==> config.mk <==
export PLATFORM = sky130hd
export DESIGN_NAME = pc_sequencer
export DESIGN_NICKNAME = d
export VERILOG_FILES = /design/src/rtl/pc_seq_pkg.sv /design/src/rtl/pc_seq_timeout.sv /design/src/rtl/pc_sequencer.sv
export SDC_FILE = /design/constraint.sdc
export NUM_CORES = 1
export LEC_CHECK = 0
export ABC_CLOCK_PERIOD_IN_PS = 1700
export CAP_MARGIN = 20
export CORE_UTILIZATION = 39
export CTS_CLUSTER_DIAMETER = 50
export DETAILED_ROUTE_END_ITERATION = 7
export PLACE_DENSITY = 0.81
export REMOVE_ABC_BUFFERS = 1
export SYNTH_ARGS = -nofsm -noshare
export SYNTH_HDL_FRONTEND = slang
export SYNTH_HIERARCHICAL = 1
export SYNTH_SLANG_ARGS = --single-unit
==> constraint.sdc <==
create_clock -name clock_i -period 1.7 [get_ports clock_i]
set_input_delay 0.34 -clock clock_i [delete_from_list [all_inputs] [get_ports clock_i]]
set_output_delay 0.34 -clock clock_i [all_outputs]
set_load 0.02 [all_outputs]
==> src/rtl/pc_seq_pkg.sv <==
// Shared types and constants for the program-counter sequencer.
// The PC register has no enable, so "hold" is a forward branch by HOLD_TARGET.
package pc_seq_pkg;

   typedef enum logic [2:0] {
      S_IDLE  = 3'd0,
      S_START = 3'd1,
      S_FETCH = 3'd2,
      S_EXEC  = 3'd3,
      S_HALT  = 3'd4,
      S_ERR   = 3'd5
   } state_t;

   localparam int          PCW         = 8;
   localparam int          IW_DEFAULT  = 16;
   localparam logic [7:0]  HOLD_TARGET = 8'd0;

endpackage

==> src/rtl/pc_seq_timeout.sv <==
// Saturating fetch-wait counter; expired is high on the LIMIT-th enabled cycle,
// so the caller can still let a same-cycle acknowledge take priority.
module pc_seq_timeout #(
   parameter int LIMIT = 15
) (
   input  logic clock_i,
   input  logic reset_i,
   input  logic clr,
   input  logic en,
   output logic expired
);

   localparam int CNT_W = $clog2(LIMIT + 1);

   logic [CNT_W-1:0] cnt;

   always_ff @(posedge clock_i or posedge reset_i) begin
      if (reset_i) begin
         cnt <= '0;
      end else if (clr) begin
         cnt <= '0;
      end else if (en && (cnt != CNT_W'(LIMIT))) begin
         cnt <= cnt + CNT_W'(1);
      end
   end

   // cnt counts completed wait cycles, so LIMIT-1 means this is the last allowed one
   assign expired = en && (cnt >= CNT_W'(LIMIT - 1));

endmodule

==> src/rtl/pc_sequencer.sv <==
// Fetch/execute sequencer driving an external 8-bit PC register through its
// start / forward-branch / backward-branch / increment update modes.
//
// state   | meaning
// --------+-----------------------------------------------------------
// S_IDLE  | after reset, PC held, waiting for go_i
// S_START | one cycle, loads PC with startadd_i
// S_FETCH | request imem at pc_i, PC held, wait for ack (bounded)
// S_EXEC  | one cycle, instruction valid, PC advanced per decode
// S_HALT  | halt decoded, PC held on the halt instruction, wait for go_i
// S_ERR   | fetch timed out, PC held, wait for go_i
module pc_sequencer
   import pc_seq_pkg::*;
#(
   parameter int IW          = IW_DEFAULT,
   parameter int ACK_TIMEOUT = 15,
   parameter int CW          = 16
) (
   input  logic            clock_i,
   input  logic            reset_i,
   input  logic            go_i,
   input  logic [PCW-1:0]  startadd_i,
   input  logic [PCW-1:0]  pc_i,
   output logic            imem_req_o,
   output logic [PCW-1:0]  imem_addr_o,
   input  logic            imem_ack_i,
   input  logic [IW-1:0]   imem_data_i,
   output logic [IW-1:0]   instr_o,
   output logic            instr_valid_o,
   input  logic            br_taken_i,
   input  logic            br_back_i,
   input  logic [PCW-1:0]  br_off_i,
   input  logic            halt_i,
   output logic            pc_start_o,
   output logic [PCW-1:0]  pc_startadd_o,
   output logic            pc_branchf_o,
   output logic            pc_branchb_o,
   output logic [PCW-1:0]  pc_target_o,
   output logic            busy_o,
   output logic            err_o,
   output logic [CW-1:0]   retired_o
);

   state_t state;
   logic   to_clr;
   logic   to_en;
   logic   to_expired;

   assign to_en  = (state == S_FETCH);
   assign to_clr = (state != S_FETCH) || imem_ack_i;

   pc_seq_timeout #(
      .LIMIT (ACK_TIMEOUT)
   ) u_timeout (
      .clock_i (clock_i),
      .reset_i (reset_i),
      .clr     (to_clr),
      .en      (to_en),
      .expired (to_expired)
   );

   always_ff @(posedge clock_i or posedge reset_i) begin
      if (reset_i) begin
         state     <= S_IDLE;
         instr_o   <= '0;
         retired_o <= '0;
      end else begin
         case (state)
            S_IDLE, S_HALT, S_ERR: begin
               if (go_i) state <= S_START;
            end
            S_START: begin
               state <= S_FETCH;
            end
            S_FETCH: begin
               // an ack on the expiry cycle still completes the fetch
               if (imem_ack_i) begin
                  instr_o <= imem_data_i;
                  state   <= S_EXEC;
               end else if (to_expired) begin
                  state <= S_ERR;
               end
            end
            S_EXEC: begin
               retired_o <= retired_o + CW'(1);
               state     <= halt_i ? S_HALT : S_FETCH;
            end
            default: begin
               state <= S_IDLE;
            end
         endcase
      end
   end

   // PC controls are combinational; the PC register itself supplies the edge
   always_comb begin
      pc_start_o   = 1'b0;
      pc_branchf_o = 1'b1;
      pc_branchb_o = 1'b0;
      pc_target_o  = HOLD_TARGET;
      case (state)
         S_START: begin
            pc_start_o   = 1'b1;
            pc_branchf_o = 1'b0;
         end
         S_EXEC: begin
            if (!halt_i) begin
               pc_branchf_o = br_taken_i & ~br_back_i;
               pc_branchb_o = br_taken_i & br_back_i;
               pc_target_o  = br_taken_i ? br_off_i : HOLD_TARGET;
            end
         end
         default: begin
         end
      endcase
   end

   assign pc_startadd_o = startadd_i;
   assign imem_addr_o   = pc_i;
   assign imem_req_o    = (state == S_FETCH);
   assign instr_valid_o = (state == S_EXEC);
   assign busy_o        = (state == S_START) || (state == S_FETCH) || (state == S_EXEC);
   assign err_o         = (state == S_ERR);

endmodule

==> impl_metrics.json <==
{
  "final-max-slew-violation-count": 0,
  "fin_tns_setup_ns": -2.28,
  "totalWireLength_um": 4230,
  "drv_cap": 0,
  "grt_pass1_vias": 1632,
  "ys_seq_elements": 39,
  "cts_max_level": 2,
  "final.min_clock_period_ns": 1.96,
  "fin_skew_ns": 0.00343,
  "crit_top_cell": "buf_6",
  "holdBufCountCts": 0,
  "final_nets": 307,
  "synth_top_area_cell": "dfrtp_1",
  "p_per_area_nw_per_um2": 1450,
  "hp-class": "in2async",
  "clock_latency_ns": 0.29,
  "clockBufferDepth": 2,
  "finalWeightedCongestion": 0.807,
  "max_stage_delay_ns": 0.38,
  "path_class": "reg2out",
  "port_buffers": 77,
  "power_leakage_uw": 0.00147,
  "yosys_warnings": 6,
  "synthTopCellsByArea": "dfrtp_1, mux2_2, buf_4, xnor2_1, and2_1",
  "crit_arrival_ns": 1.62,
  "yosys.cell_types.count": 35,
  "cts_tree": "yes",
  "core_um2": 4820,
  "synth_compound_area_frac": 0.0476,
  "synthArstFlopShare": 1.00,
  "netlist.area_leader.share": 0.489,
  "viasPerCell": 4.76,
  "drc": 0,
  "final_common_cell": "clkdlybuf4s50_1",
  "root_buffer": "clkbuf_8",
  "multi_input_area_um2": 885,
  "num_vias": 1548,
  "drive_gt1_frac": 0.295,
  "final_cell_mix": "clkdlybuf4s50_1, dfrtp_1, mux2_2",
  "ir_drop_mv": 0.721,
  "relSlewSlack": 0.814,
  "fillers": 419,
  "synth_top_family_by_area": "simple AND/OR/NAND/NOR gates",
  "drtAntennaViolNets": 0,
  "synthAdderAreaFrac": 0.0188,
  "final_hold_viol_count": 0,
  "grt-ovfl-total": 0,
  "cp_cell_sequence": "and2b_2 > nand2_4 > nor3b_4 > buf_6 > and2_4 > buf_6",
  "setup_ws_ns": -0.260,
  "fin_crit_sh": 1.15,
  "cts_sinks": 39,
  "crit_buf_inv": 2,
  "grt_pass1_wl_um": 7140,
  "clk_pin_slew_ns": 0.07,
  "crit_fanout": 5,
  "synth-xor-area-share": 0.0658,
  "synth_cells": 179,
  "required_ns": 1.36,
  "synth-main-ff-cell": "dfrtp_1",
  "max_freq_mhz": 510,
  "start_util": 0.415,
  "violations": "negative setup slack",
  "yosys.area_share.simple": 0.185,
  "avgSynthCellArea_um2": 11.2,
  "seqCellArea_um2": 976,
  "track_usage": 0.171,
  "dp_hpwl_um": 3140,
  "fp.dieW_um": 73.6,
  "crit_family": "simple AND/OR/NAND/NOR gates",
  "area_growth_pct": 49.4,
  "dieArea_um2": 5410,
  "slowest_stage": "dfrtp_1",
  "final-setup-viol-count": 9,
  "drtPass1Iterations": 4,
  "die_h_um": 73.6,
  "n_antenna_cell": 0,
  "status": "complete, but fails checks",
  "grt_max_degree": 23,
  "end_kind": "output pin",
  "synth.area.mux_share": 0.0959,
  "rows": 25,
  "ios": 110,
  "rsz0062_at_grt": "yes",
  "synth_edf_count": 0,
  "fin_util": 0.619,
  "routedWlPerCell_um": 13.0,
  "finalPower_uw": 4330,
  "cp-start-kind": "register",
  "antenna_found_initial": 0,
  "synth_seq_area_share": 0.489,
  "synth_area_um2": 2000,
  "worst_pin_slew_ns": 0.279,
  "drtIter0Drc": 76,
  "cts_buffers": 5
}
## state kept, by name, summed over array words and instances (netlist names)
register	count
instr_o	16
retired_o	16
state	3
u_timeout/cnt	4
## area by class of cell
cell class / count / area share
clock buffer: 6 / 0.0277
clock inverter: 2 / 0.0117
inverter: 8 / 0.0101
multi-input combinational: 112 / 0.296
sequential: 39 / 0.327
tap: 67 / 0.0281
timing repair buffer: 91 / 0.299
## synthesized netlist by cell type (2+ instances only)
cell type / instances
nand4_1: 2
and2_1: 10
o21ai_0: 2
nor3_1: 3
mux2_2: 17
inv_1: 8
buf_4: 19
xnor2_1: 10
nand3_1: 5
dfrtp_1: 39
ha_1: 3
buf_6: 2
a21oi_1: 6
nand2_1: 15
and4_1: 2
nor3_4: 2
nor2_1: 12
xor2_1: 5
## logic make-up (layout without fill, tap and decap cells)
group,Yosys count,in the layout
simple gates,62,63
flops,39,39
xor+xnor,15,15
fa+ha+maj,3,3
compound gates,14,14
mux,17,17
buf+inv,29,107
## metrics by stage
stage          worst slack [ns]  area [um^2]  hold WS, ns  instances
2_1_floorplan            -0.105         1830        0.106        158
3_3_place_gp             -0.458         2780        0.462        314
3_5_place_dp             -0.504         2780        0.465        314
4_1_cts                  -0.273         2910        0.277        324
5_1_grt                  -0.350         2980        0.302        325
6_report                 -0.260         2980        0.278        325
## where the power goes
group | internal [uW] | switching, uW | leakage (uW) | total (uW)
clock | 475 | 313 | 0.0000612 | 787
sequential | 1220 | 191 | 0.000499 | 1410
combinational | 1100 | 1030 | 0.000911 | 2130
total | 2790 | 1530 | 0.00147 | 4330
## routing by layer
metal	share of wire	track usage
met4	0.011	0.0534
met5	0	0
met3	0.098	0.0754
met2	0.46	0.278
met1	0.43	0.203
## worst register-to-register path: cells and delay by family, from the launching register on
kind / cells / cell delay [ns]
compound gates: 2 / 0.34
buf+inv: 2 / 0.35
flops: 1 / 0.40
simple gates: 2 / 0.47
## what timing repair did
action | CTS | global route
pin swaps | 7 | 8
setup endpoints to repair | 34 | 38
gates cloned | 2 | 0
gates resized for setup | 87 | 26
buffers inserted | 1 | 1
## worst paths after layout
| check | from | to | slack (ns) | depth (start not counted) |
|---|---|---|---|---|
| max | state[2]$_DFFE_PP0P_ | pc_target_o[2] | -0.26 | 6 |
| min | reset_i | u_timeout/cnt[3]$_DFFE_PP0P_ | 0.28 | 2 |
| max reg2reg | state[1]$_DFFE_PP0P_ | u_timeout/cnt[0]$_DFFE_PP0P_ | 0.08 | 6 |
| min reg2reg | retired_o[15]$_DFFE_PP0P_ | retired_o[15]$_DFFE_PP0P_ | 0.47 | 1 |
| max in group asynchronous | reset_i | retired_o[0]$_DFFE_PP0P_ | 1.02 | 3 |
| min in group clock_i | retired_o[15]$_DFFE_PP0P_ | retired_o[15]$_DFFE_PP0P_ | 0.47 | 1 |
No activity file was read; power rests on OpenSTA's default activity.
